**src/rtl/ysyx_23060221_wb_arbiter.sv**
```systemverilog
// Write-back arbiter: shares the register-file write port between EXU and LSU,
// holds one result for commit. Define YSYX_23060221_WBARB_LSU_PRIO_EN for fixed LSU priority.
module ysyx_23060221_wb_arbiter #(
    parameter int DATA_W = 32,
    parameter int ADDR_W = 5
) (
    input  logic              clk,
    input  logic              rst_n,
    input  logic              exu_valid,
    output logic              exu_ready,
    input  logic              exu_wen,
    input  logic [ADDR_W-1:0] exu_waddr,
    input  logic [DATA_W-1:0] exu_wdata,
    input  logic              lsu_valid,
    output logic              lsu_ready,
    input  logic              lsu_wen,
    input  logic [ADDR_W-1:0] lsu_waddr,
    input  logic [DATA_W-1:0] lsu_wdata,
    input  logic              flush,
    output logic              commit_valid,
    input  logic              commit_ready,
    output logic              commit_src,
    output logic              rf_wen,
    output logic [ADDR_W-1:0] rf_waddr,
    output logic [DATA_W-1:0] rf_wdata,
    output logic [31:0]       commit_cnt
);

    typedef enum logic {
        SRC_EXU = 1'b0,
        SRC_LSU = 1'b1
    } src_t;

    logic              valid_reg;
    src_t              src_reg;
    logic              wen_reg;
    logic [ADDR_W-1:0] waddr_reg;
    logic [DATA_W-1:0] wdata_reg;
    logic [31:0]       cnt_reg;
`ifndef YSYX_23060221_WBARB_LSU_PRIO_EN
    src_t              last_reg;
`endif

    logic              slot_free;
    logic              accept_ok;
    logic              grant_lsu;
    logic              accept;
    logic              fire;
    logic              sel_wen;
    logic [ADDR_W-1:0] sel_waddr;
    logic [DATA_W-1:0] sel_wdata;

    always_comb begin
        slot_free = !valid_reg | commit_ready;
        accept_ok = slot_free & !flush & rst_n;
`ifdef YSYX_23060221_WBARB_LSU_PRIO_EN
        grant_lsu = lsu_valid;
`else
        // On contention the source that did not win last time goes next.
        if (exu_valid & lsu_valid) begin
            grant_lsu = (last_reg == SRC_EXU);
        end else begin
            grant_lsu = lsu_valid;
        end
`endif
        accept    = accept_ok & (exu_valid | lsu_valid);
        exu_ready = accept_ok & exu_valid & !grant_lsu;
        lsu_ready = accept_ok & grant_lsu;
        fire      = valid_reg & commit_ready & !flush;
        sel_wen   = grant_lsu ? lsu_wen   : exu_wen;
        sel_waddr = grant_lsu ? lsu_waddr : exu_waddr;
        sel_wdata = grant_lsu ? lsu_wdata : exu_wdata;
    end

    always_ff @(posedge clk or negedge rst_n) begin
        if (!rst_n) begin
            valid_reg <= 1'b0;
            src_reg   <= SRC_EXU;
            wen_reg   <= 1'b0;
            waddr_reg <= '0;
            wdata_reg <= '0;
        end else if (accept) begin
            valid_reg <= 1'b1;
            src_reg   <= grant_lsu ? SRC_LSU : SRC_EXU;
            wen_reg   <= sel_wen;
            waddr_reg <= sel_waddr;
            wdata_reg <= sel_wdata;
        end else if (fire | flush) begin
            valid_reg <= 1'b0;
        end
    end

`ifndef YSYX_23060221_WBARB_LSU_PRIO_EN
    always_ff @(posedge clk or negedge rst_n) begin
        if (!rst_n) begin
            last_reg <= SRC_LSU;
        end else if (accept) begin
            last_reg <= grant_lsu ? SRC_LSU : SRC_EXU;
        end
    end
`endif

    always_ff @(posedge clk or negedge rst_n) begin
        if (!rst_n) begin
            cnt_reg <= 32'd0;
        end else if (fire) begin
            cnt_reg <= cnt_reg + 32'd1;
        end
    end

    // x0 writes retire and count but never reach the register file.
    assign rf_wen       = fire & wen_reg & (waddr_reg != '0) & rst_n;
    assign rf_waddr     = waddr_reg;
    assign rf_wdata     = wdata_reg;
    assign commit_valid = valid_reg;
    assign commit_src   = src_reg;
    assign commit_cnt   = cnt_reg;

endmodule

```
**config.mk**
```make
export PLATFORM = sky130hd
export DESIGN_NAME = ysyx_23060221_wb_arbiter
export DESIGN_NICKNAME = d
export VERILOG_FILES = /design/src/rtl/ysyx_23060221_wb_arbiter.sv
export SDC_FILE = /design/constraint.sdc
export NUM_CORES = 1
export LEC_CHECK = 0
export BUFFER_PORTS_ARGS = -buffer_cell sky130_fd_sc_hd__clkbuf_2
export CAP_MARGIN = 0
export CORE_ASPECT_RATIO = 0.9
export CORE_MARGIN = 4
export CORE_UTILIZATION = 50
export CTS_CLUSTER_DIAMETER = 150
export CTS_CLUSTER_SIZE = 40
export DETAILED_ROUTE_END_ITERATION = 12
export GPL_TIMING_DRIVEN = 0
export PLACE_DENSITY = 0.85
export SKIP_CTS_REPAIR_TIMING = 1
export SYNTH_ARGS = -nofsm -noshare
export SYNTH_HDL_FRONTEND = slang
export SYNTH_SLANG_ARGS = --single-unit
```
**constraint.sdc**
```tcl
create_clock -name clk -period 4.8 [get_ports clk]
set_clock_uncertainty 0.15 [all_clocks]
set_input_delay 0.24 -clock clk [delete_from_list [all_inputs] [get_ports clk]]
set_output_delay 0.24 -clock clk [all_outputs]
set_load 0.01 [all_outputs]
```
# Word-level counts from Yosys, hierarchy flattened
# Index checks and enable logic that the tools add are counted.
dict set report op_classes {
  add_sub_neg 1
  n_mux 7
  bitwise_logic 16
  reduce_logical 5
}
# operator count
set ops {}
lappend ops {{32-bit by 1-bit adder with 32-bit output, second input constant} 1}
lappend ops {{32-bit 2-to-1 mux} 1}
lappend ops {{1-bit bitwise AND} 12}
lappend ops {{1-bit 2-to-1 mux} 5}
lappend ops {{5-bit 2-to-1 mux} 1}
lappend ops {{5-bit nonzero test} 1}
lappend ops {{1-bit zero test} 3}
lappend ops {{1-bit OR} 3}
lappend ops {{2-bit nonzero test} 1}
lappend ops {{1-bit inverter} 1}
dict set report totals {
  regBits 73
  in_bits 82
  out_inout_bits 74
  elab_cells 36
}

# Logic depth before layout (Yosys ltp)
dict set report depth {
  ltp_word 6
  mapped_depth 6
  mapped_depth_nobuf 5
}

# Least setup slack after synthesis
# OpenSTA, ideal clock, no wires.
dict set report synth_path {
  path_type {register -> register}
  from {register cnt_reg[4] (netlist: commit_cnt[4])}
  to {register cnt_reg[28] (netlist: commit_cnt[28])}
  setup_ps 126
  arrival_ps 1442
  required_time_ps 4524
  path_slack_ps 3083
  path_stages_with_launch 5
  n_path_buf 0
  period_less_slack_ps 1717
  cell_sequence {dfrtp_1 -> nand3_1 -> nor4_4 -> nand4_1 -> xnor2_1}
}
dict set report synth_via {
  elab_chain_cells 1
}
# element line_no
set synth_lines {}
lappend synth_lines {{start, declared} 39} ;# logic [31:0] cnt_reg;
lappend synth_lines {{start signal, assigned} 107} ;# cnt_reg <= cnt_reg + 32'd1;
lappend synth_lines {{32-bit by 1-bit adder with 32-bit output} 107}
# Every way passes these cells.
# A chain may end at the register's enable or synchronous reset.

# Final worst setup path
dict set report layout_path {
  from {input port rst_n}
  to {output port lsu_ready}
}
dict set report layout_via {
  elab_chain_cells 2
}
# element line_no
set layout_lines {}
lappend layout_lines {{start, declared} 8} ;# input logic rst_n,
lappend layout_lines {{1-bit bitwise AND} 55} ;# accept_ok = slot_free & !flush & rst_n;
lappend layout_lines {{1-bit bitwise AND} 68} ;# lsu_ready = accept_ok & grant_lsu;
lappend layout_lines {{end, declared} 15} ;# output logic lsu_ready,
# Every way passes these cells.

==> reports/qor.yml <==
clock_tree:
  cts_buffer_depth: 2
  numCtsBuffers: 9
  insertion_delay_ns: 0.33
  root_buffer: "clkbuf_8"
  cts_max_level: 3
  clock_sinks: 73
  cts_tree: "built"
  clk_pin_slew_ns: 0.08
timing:
  setup_violations: 0
  min_period_over_period: 0.542
  hold_viol: 0
  worst_slew_pin_slew_ns: 0.604
  rsz0062_at_grt: "no"
  tns_ns: 0
  max_freq_mhz: 384
  drv_slew: 0
  slew_headroom: 0.594
  finalCriticalPeriod_ns: 2.60
setup_path:
  critPathBufInv: 4
  end_kind: "output port"
  crit_family: "buffers and inverters"
  cp-start-kind: "primary input"
  slowest_stage: "dlygate4sd3_1"
  arrival_ns: 2.21
  crit_required_ns: 4.41
  path_cells: "dlygate4sd3_1 > clkbuf_4 > buf_16 > nor3b_1 > and2_1 > clkbuf_2"
  slowest_delay_ns: 0.52
  cp_max_fo: 49
  worst-setup-path-type: "in -> out"
global_routing:
  gr-total-overflow: 0
  antenna_found_initial: 0
  grt_usage: 0.219
  grt_pass1_wl_mm: 14.0
  grt_max_degree: 50
  grt_pass1_vias: 2986
placed_design:
  placed_area_um2: 4330
  gp_congestion: 0.753
  hpwl_mm: 6.63
  io_buffers: 155
outcome:
  status: "completed"
pwr:
  switching_power_mw: 0.460
  p_seq_frac: 0.483
  leakagePower_nw: 2.37
  p_clk_frac: 0.306
  ir_drop_v: 0.000192
  p_sw_frac: 0.292
  p_per_area_nw_per_um2: 348
  p_int_mw: 1.12
  power_frac_comb: 0.211
die:
  die_w_um: 95.0
  core_area_um2: 6590
  dieArea_um2: 8200
  fp.dieH_um: 86.3
  rows: 28
  pin_count: 156
  initial_core_util: 0.517
routing:
  ant_nets: 0
  vias: 2972
  firstDrtPassIters: 4
  avgViaCountPerCell: 5.18
  drt_wl_total_mm: 8.63
  drc: 0
  wl_per_cell_um: 15.0
  first_iter_violations: 62
logic_synthesis:
  syn-num-nets: 395
  synth_seq_cells: 73
  synth.distinct_cells: 31
  yosys_warnings: 0
  synth_seq_area_share: 0.537
  yosysTopAreaCell: "dfrtp_1"
  synth_top_cell_area_share: 0.529
  synth_area_um2: 3410
  avgSynthCellArea_um2: 10.9
  synth_area_leaders: "dfrtp_1, mux2i_1, xnor2_1"
  synth_cells: 312
cells_and_area:
  seqCellArea_um2: 1830
  design_area_um2: 4530
  drive_above_1_share: 0.388
  multi_input_area_um2: 1500
  antennaDiodeCount: 0
  syn_to_final_growth_pct: 33.0
  final_common_cell: "clkbuf_2"
  mostFrequentLayoutCells: "clkbuf_2, dfrtp_1, nor2_1"
  fin_nets: 563
  fill_cells: 514
flow_run:
  cap_violations: 0
min_path:
  hp-class: "in -> reg"
kinds of logic after synthesis:
kind of cell             share of synthesized area
AND/OR/NAND/NOR                              0.174
XOR/XNOR                                    0.0797
adder cells (fa/ha/maj)                    0.00367
flip-flops                                   0.537
AO/OA/AOI/OAI                               0.0668
multiplexers                                 0.115
buffers and inverters                       0.0246
synth_stat cells:
master / count
nor4_4: 3
dfrtp_1: 72
buf_4: 1
nand4_1: 13
nand3_1: 12
nor2b_1: 1
and4_1: 2
xor2_1: 7
and2_1: 3
nor4b_2: 1
ha_1: 1
nor3_1: 3
xnor2_1: 24
mux2_2: 1
nand2b_1: 1
nand4b_1: 1
mux2i_1: 38
nand2_1: 12
a21oi_1: 39
buf_2: 10
nand4b_4: 1
inv_1: 1
a21o_1: 2
buf_6: 1
dfstp_2: 1
a21boi_1: 1
nor2_1: 46
nor3b_1: 1
clkbuf_1: 3
and3_1: 8
o21ai_0: 2
worst register-to-register path: stages, from the launching register on:
cell     delay, ns
dfrtp_1       0.44
nor2b_1       0.18
nor4b_2       0.41
buf_2         0.29
buf_2         0.26
a21oi_1       0.09
metal layers:
metal  vias to the layer above  part of all wire  track usage
met1                      1427              0.40        0.271
met2                       111              0.50        0.364
met5                         -                 0            0
met3                        14             0.077       0.0582
li1                       1420                 -            -
met4                         0             0.018       0.0878
final cells by class:
class / instances / area share
repair buffers: 157 / 0.180
well taps: 90 / 0.0248
clock buffers: 13 / 0.0351
inverters: 1 / 0.000828
clock inverters: 2 / 0.00828
flip-flops and latches: 73 / 0.403
plain buffers: 15 / 0.0177
multi-input cells: 223 / 0.330
stage by stage:
stage                     hold WS [ns]   util  worst slack (ns)  power, mW  std cells
after floorplan                 -0.206      -              3.08      0.933        312
after global placement           0.310  0.652              1.64       1.09        557
after detailed placement        0.0755  0.657              2.45       1.11        558
after CTS                       -0.293  0.687              2.68       1.59        573
after global routing            0.0405  0.688              2.00       1.66        574
final                           0.0217  0.688              2.20       1.58        574
final timing paths:
| path | from | end | slack, ns | depth (start not counted) |
|---|---|---|---|---|
| worst max-delay path | rst_n | lsu_ready | 2.20 | 6 |
| worst min-delay path | commit_ready | commit_valid$_DFFE_PN0P_ | 0.02 | 2 |
| worst max register to register | commit_valid$_DFFE_PN0P_ | rf_wdata[28]$_DFFE_PN0P_ | 2.86 | 5 |
| worst min register to register | commit_cnt[31]$_DFFE_PN0P_ | commit_cnt[31]$_DFFE_PN0P_ | 0.33 | 1 |
| max in group asynchronous | rst_n | last_reg$_DFFE_PN1P_ | 3.64 | 3 |
| min in group asynchronous | rst_n | commit_cnt[26]$_DFFE_PN0P_ | 0.25 | 2 |
power groups by stage:
stage	combinational (mW)	sequential, mW	clock (mW)
CTS	0.339	0.762	0.489
floorplan	0.134	0.799	0
global placement	0.323	0.767	0
global route	0.369	0.773	0.519
finish	0.334	0.762	0.483
detailed placement	0.339	0.770	0
(Power assumes the default switching activity.)
